## config.mk

```make
export PLATFORM = sky130hd
export DESIGN_NAME = traffic_controller_multi
export DESIGN_NICKNAME = d
export VERILOG_FILES = /design/src/rtl/traffic_controller_multi_pkg.sv /design/src/rtl/traffic_rr_arbiter.sv /design/src/rtl/traffic_controller_multi.sv
export SDC_FILE = /design/constraint.sdc
export NUM_CORES = 1
export LEC_CHECK = 0
export CAP_MARGIN = 0
export CELL_PAD_IN_SITES_DETAIL_PLACEMENT = 1
export CELL_PAD_IN_SITES_GLOBAL_PLACEMENT = 2
export CORE_ASPECT_RATIO = 0.7
export CORE_MARGIN = 3
export CORE_UTILIZATION = 35
export CTS_CLUSTER_SIZE = 24
export DETAILED_ROUTE_END_ITERATION = 12
export PLACE_DENSITY = 0.8
export SYNTH_ARGS = -nofsm -noshare
export SYNTH_HDL_FRONTEND = slang
export SYNTH_SLANG_ARGS = --single-unit
```

## constraint.sdc

```tcl
create_clock -name clk -period 2.9 [get_ports clk]
set_input_delay 0.725 -clock clk [delete_from_list [all_inputs] [get_ports clk]]
set_output_delay 0.725 -clock clk [all_outputs]
set_load 0.03 [all_outputs]
```

## src/rtl/traffic_controller_multi_pkg.sv

```systemverilog
// Shared lamp codes, phase encoding and round-robin helper for the
// multi-road junction controller.
package traffic_pkg;

    localparam logic [2:0] LAMP_RED    = 3'b100;
    localparam logic [2:0] LAMP_YELLOW = 3'b010;
    localparam logic [2:0] LAMP_GREEN  = 3'b001;

    localparam int unsigned MAX_ROADS = 8;

    typedef enum logic [1:0] {
        PH_GREEN   = 2'd0,
        PH_YELLOW  = 2'd1,
        PH_ALL_RED = 2'd2
    } phase_t;

    // First pending side road after last_served, wrapping and skipping road 0.
    function automatic logic [2:0] rr_next(
        input logic [MAX_ROADS-1:0] pending,
        input logic [2:0]           last_served,
        input int unsigned          num_roads
    );
        logic [2:0]  pick;
        logic        found;
        int unsigned cand;
        pick  = '0;
        found = 1'b0;
        for (int unsigned i = 1; i <= MAX_ROADS; i++) begin
            if (!found && i <= num_roads) begin
                cand = (32'(last_served) + i) % num_roads;
                if (cand != 0 && pending[cand[2:0]]) begin
                    pick  = cand[2:0];
                    found = 1'b1;
                end
            end
        end
        return pick;
    endfunction

endpackage

```

## src/rtl/traffic_rr_arbiter.sv

```systemverilog
// Combinational round-robin pick over the side-road requests (roads 1..N-1).
module traffic_rr_arbiter #(
    parameter int unsigned NUM_ROADS = 4
) (
    input  logic [NUM_ROADS-1:1]         side_req,
    input  logic [$clog2(NUM_ROADS)-1:0] last_served,
    output logic [$clog2(NUM_ROADS)-1:0] pick,
    output logic                         valid
);
    import traffic_pkg::*;

    localparam int unsigned RW = $clog2(NUM_ROADS);

    logic [MAX_ROADS-1:0] req_ext;
    logic [2:0]           last_ext;
    logic [2:0]           pick_ext;

    always_comb begin
        req_ext                  = '0;
        req_ext[NUM_ROADS-1:1]   = side_req;
        last_ext                 = 3'(last_served);
        pick_ext                 = rr_next(req_ext, last_ext, NUM_ROADS);
        pick                     = RW'(pick_ext);
        valid                    = |side_req;
    end

endmodule

```

## src/rtl/traffic_controller_multi.sv

```systemverilog
// Multi-approach junction controller: main road rests on green, side roads
// are served round-robin with main green always interleaved.
module traffic_controller_multi #(
    parameter int unsigned NUM_ROADS      = 4,
    parameter int unsigned CNT_W          = 8,
    parameter int unsigned MIN_GREEN      = 10,
    parameter int unsigned YELLOW_TIME    = 3,
    parameter int unsigned ALL_RED_TIME   = 2,
    parameter int unsigned SIDE_MIN_GREEN = 2,
    parameter int unsigned SIDE_MAX_GREEN = 8
) (
    input  logic                         clk,
    input  logic                         start,
    input  logic [NUM_ROADS-1:0]         x,
    output logic [3*NUM_ROADS-1:0]       lights,
    output logic [$clog2(NUM_ROADS)-1:0] green_road,
    output logic [1:0]                   phase
);
    import traffic_pkg::*;

    localparam int unsigned RW = $clog2(NUM_ROADS);

    localparam logic [CNT_W-1:0] T_MAIN      = CNT_W'(MIN_GREEN - 1);
    localparam logic [CNT_W-1:0] T_YELLOW    = CNT_W'(YELLOW_TIME - 1);
    localparam logic [CNT_W-1:0] T_ALL_RED   = CNT_W'(ALL_RED_TIME - 1);
    localparam logic [CNT_W-1:0] T_SIDE      = CNT_W'(SIDE_MAX_GREEN - 1);
    localparam logic [CNT_W-1:0] T_SIDE_EXIT = CNT_W'(SIDE_MAX_GREEN - SIDE_MIN_GREEN);

    localparam logic [3*NUM_ROADS-1:0] LIGHTS_RST = {{(NUM_ROADS-1){LAMP_RED}}, LAMP_GREEN};

    if (NUM_ROADS < 2 || NUM_ROADS > MAX_ROADS || SIDE_MIN_GREEN > SIDE_MAX_GREEN ||
        MIN_GREEN < 1 || YELLOW_TIME < 1 || ALL_RED_TIME < 1 || SIDE_MIN_GREEN < 1 ||
        MIN_GREEN > (1 << CNT_W) || SIDE_MAX_GREEN > (1 << CNT_W) ||
        YELLOW_TIME > (1 << CNT_W) || ALL_RED_TIME > (1 << CNT_W)) begin : g_bad_cfg
        $error("traffic_controller_multi: invalid parameter configuration");
    end

    phase_t                 state, state_n;
    logic [RW-1:0]          road_n;
    logic [RW-1:0]          next_road, next_n;
    logic [RW-1:0]          last_served, last_n;
    logic [CNT_W-1:0]       timer, timer_n;
    logic [NUM_ROADS-1:0]   pending, pending_n;
    logic [NUM_ROADS-1:0]   green_mask, pend_eff;
    logic [3*NUM_ROADS-1:0] lights_n;
    logic [RW-1:0]          rr_pick;
    logic                   rr_valid;

    assign phase = state;

    // A road that is currently green never latches its own sensor; road 0 never latches.
    always_comb begin
        green_mask    = '0;
        green_mask[0] = 1'b1;
        if (state == PH_GREEN) green_mask[green_road] = 1'b1;
        pend_eff = pending | (x & ~green_mask);
    end

    traffic_rr_arbiter #(
        .NUM_ROADS (NUM_ROADS)
    ) u_arb (
        .side_req    (pend_eff[NUM_ROADS-1:1]),
        .last_served (last_served),
        .pick        (rr_pick),
        .valid       (rr_valid)
    );

    always_comb begin
        state_n   = state;
        road_n    = green_road;
        next_n    = next_road;
        last_n    = last_served;
        pending_n = pend_eff;
        timer_n   = (timer == '0) ? '0 : timer - 1'b1;

        unique case (state)
            PH_GREEN: begin
                if (green_road == '0) begin
                    if (timer == '0 && rr_valid) begin
                        state_n = PH_YELLOW;
                        timer_n = T_YELLOW;
                        next_n  = rr_pick;
                    end
                end else if (timer == '0 || (!x[green_road] && timer <= T_SIDE_EXIT)) begin
                    state_n = PH_YELLOW;
                    timer_n = T_YELLOW;
                    next_n  = '0;
                end
            end
            PH_YELLOW: begin
                if (timer == '0) begin
                    state_n = PH_ALL_RED;
                    timer_n = T_ALL_RED;
                    road_n  = next_road;
                end
            end
            PH_ALL_RED: begin
                if (timer == '0) begin
                    state_n = PH_GREEN;
                    pending_n[green_road] = 1'b0;
                    if (green_road == '0) begin
                        timer_n = T_MAIN;
                    end else begin
                        timer_n = T_SIDE;
                        last_n  = green_road;
                    end
                end
            end
            default: begin
                state_n = PH_GREEN;
                road_n  = '0;
                timer_n = T_MAIN;
            end
        endcase

        // Lamps are decoded from the next state so they register alongside it.
        lights_n = '0;
        for (int unsigned k = 0; k < NUM_ROADS; k++) begin
            lights_n[3*k +: 3] = LAMP_RED;
            if (road_n == RW'(k)) begin
                if (state_n == PH_GREEN)       lights_n[3*k +: 3] = LAMP_GREEN;
                else if (state_n == PH_YELLOW) lights_n[3*k +: 3] = LAMP_YELLOW;
            end
        end
    end

    always_ff @(posedge clk or negedge start) begin
        if (!start) begin
            state       <= PH_GREEN;
            green_road  <= '0;
            next_road   <= '0;
            last_served <= RW'(NUM_ROADS - 1);
            timer       <= T_MAIN;
            pending     <= '0;
            lights      <= LIGHTS_RST;
        end else begin
            state       <= state_n;
            green_road  <= road_n;
            next_road   <= next_n;
            last_served <= last_n;
            timer       <= timer_n;
            pending     <= pending_n;
            lights      <= lights_n;
        end
    end

endmodule
```

==> results.yml <==
outcome:
  status: "completed"
setup_path:
  cp_data_arrival_time_ns: 2.88
  criticalPathCategory: "flop to flop"
  endpoint: "next_road[0]"
  crit_path_start: "timer[1]"
  crit_chain: "inv_1, ha_1, or3b_1, or3_1, a311oi_1, a31oi_1, a22o_1, a21o_1"
  crit_path_end_kind: "flop"
  cp.required_ns: 3.06
  r2r_cells: 8
  r2r-start: "timer[1]"
  worst_setup_path_start_kind: "flop"
  r2r-end: "next_road[0]"
  slowest_delay_ns: 0.49
  crit_slowest_cell: "or3_1"
  ff2ff_setup_slack_ns: 0.18
  cp_max_fo: 8
grt:
  grt_pass1_wl_mm: 8.29
  antenna_found_initial: 0
  grt_pass1_vias: 1604
  gr-total-overflow: 0
  grt_max_degree: 32
  track_usage: 0.179
hold_path:
  hold_path.startpoint: "next_road[1]"
  min-delay-path-class: "flop to flop"
floorplan:
  die_h_um: 65.0
  fp.dieW_um: 90.3
  die_area_mm2: 0.00588
  ios: 22
  initial_utilization: 0.383
  rows: 20
  core-area_mm2: 0.00455
timing:
  hold_viol: 0
  max_freq_ghz: 0.368
  finalMaxSlewViolations: 0
  tightestPinTransition_ns: 0.599
  max_slew_margin: 0.597
  fin_crit_ns: 2.72
  finalWorstSetupSlack_ns: 0.183
  finClkSkew_ns: 0.00694
  finalSetupViolCount: 0
  fin_crit_sh: 0.937
  fin_setup_tns_ns: 0
  grt_setup_unrepaired: "false"
detailed_routing:
  wl_mm: 4.73
  drtPass1Iterations: 4
  detail_route.vias_per_cell: 5.37
  drtAntennaViolNets: 0
  drc_errors: 0
  drt_first_iter_violations: 81
  vias: 1456
  wl_per_cell_um: 17.4
layout:
  drive_above_1_share: 0.171
  final_area_mm2: 0.00216
  antennaDiodeCount: 0
  fillers: 513
  area_growth_pct: 24.0
  nets: 216
synthesis:
  ys_types: 54
  synth-async-reset-ratio: 1.00
  synthesis.area_mm2: 0.00174
  synth_seq_cells: 31
  synth_edf_count: 0
  synth_fp_nets: 187
  yosysWarnings: 0
  avgSynthCellArea_um2: 9.96
  synth_seq_area_share: 0.451
  postSynthCellCount: 175
  synthFlopType: "dfrtp_1"
clock_tree:
  cts-htree-levels: 2
  post-cts-setup-buffers: 0
  post_cts_resized: 0
  cts_buffers: 5
  clockBufferDepth: 2
  path_clk_slew_ns: 0.07
  clock_sinks: 31
  clk_latency_ns: 0.28
  root_buffer: "clkbuf_8"
  cts_tree: "built"
  cts_hold_buf: 0
pwr:
  power_density_mw_per_mm2: 965
  power.leakage_nw: 0.909
  irDropWorstVdd_v: 0.000422
placement:
  post-place-ws_ns: 0.229
  gp_congestion: 0.761
  io_buffers: 20
  placed_area_mm2: 0.00206
  dpl.hpwl_mm: 3.48
flow_run:
  cap_violations: 0
final cells by class:
| class | instances | area, um2 | area share |
|---|---|---|---|
| multi-input cells | 126 | 880 | 0.407 |
| flip-flops and latches | 31 | 786 | 0.364 |
| well taps | 66 | 82.6 | 0.0382 |
| clock buffers | 8 | 100 | 0.0463 |
| inverters | 10 | 37.5 | 0.0174 |
| repair buffers | 30 | 275 | 0.127 |
worst max-delay path, delay by kind of cell (launching register included):
family | cells | cell delay [ns]
simple gates | 2 | 0.96
buf+inv | 1 | 0.08
fa+ha+maj | 1 | 0.19
compound gates | 4 | 0.94
flops | 1 | 0.43
kinds of logic after synthesis:
| group | synth area share |
|---|---|
| AND/OR/NAND/NOR | 0.201 |
| AO/OA/AOI/OAI | 0.228 |
| flip-flops | 0.451 |
| buffers and inverters | 0.0445 |
| adder cells (fa/ha/maj) | 0.0431 |
| XOR/XNOR | 0.0201 |
| multiplexers | 0.0122 |
metal layers:
layer | track usage | up-vias | routed length (um)
met1 | 0.253 | 729 | 2460
met4 | 0.0420 | 0 | 13
met5 | 0 | - | 0
met3 | 0.0534 | 2 | 210
met2 | 0.268 | 27 | 2040
li1 | - | 698 | -
metrics by stage:
stage | total power, mW | hold slack [ns] | utilization | std cells
final | 2.09 | 0.509 | 0.474 | 271
after detailed placement | 1.71 | 0.495 | 0.452 | 263
after global routing | 2.26 | 0.536 | 0.474 | 271
after global placement | 1.68 | 0.492 | 0.452 | 263
after floorplan | 1.34 | 0.429 | - | 175
after CTS | 2.10 | 0.514 | 0.474 | 271
registers in the layout (all words and copies together) (netlist names):
signal	count
next_road	2
last_served	2
pending	3
phase	2
green_road	2
lights	12
timer	8
power by group:
part,switching [mW],internal [mW]
logic,0.606,0.414
clock network,0.153,0.216
registers,0.112,0.585
cells in the final DEF, fill, tap and decap left out, types with 5 or more instances in the layout:
master	instances
a21oi_1	11
and3_1	5
buf_4	10
clkbuf_8	7
clkdlybuf4s50_1	20
dfrtp_1	23
dfstp_2	8
ha_1	6
inv_1	10
nand2_1	12
nor2_1	14
nor4_1	6
o21ai_0	7
how the worst min path moves through the flow:
stage,endpoint,slack [ns],cells after the start
floorplan,green_road[0],0.43,0
global placement,next_road[1],0.49,2
detailed placement,next_road[1],0.50,2
CTS,next_road[1],0.51,2
global route,next_road[1],0.54,2
finish,next_road[1],0.51,2
cell usage after synthesis, types with 2 or more instances:
master	number	share of area
nand3_1	4	0.011
a211o_1	2	0.010
a2bb2oi_1	2	0.010
clkbuf_1	4	0.0086
ha_1	6	0.043
nor2b_1	4	0.014
buf_2	2	0.0057
nand2_1	12	0.026
o31a_1	2	0.010
nand2b_1	4	0.014
a21o_1	2	0.0086
a2111oi_0	2	0.010
o21ai_0	7	0.020
dfstp_2	8	0.12
a22oi_1	4	0.017
and3_1	5	0.018
dfrtp_1	23	0.33
or2_2	2	0.0072
inv_1	10	0.022
xor2_1	3	0.015
a31oi_1	2	0.0072
a21oi_1	11	0.032
nor3_1	3	0.0086
nor2_1	14	0.030
a21oi_4	2	0.019
nor4_1	6	0.022
or3_1	2	0.0072
(Power assumes the default switching activity.)
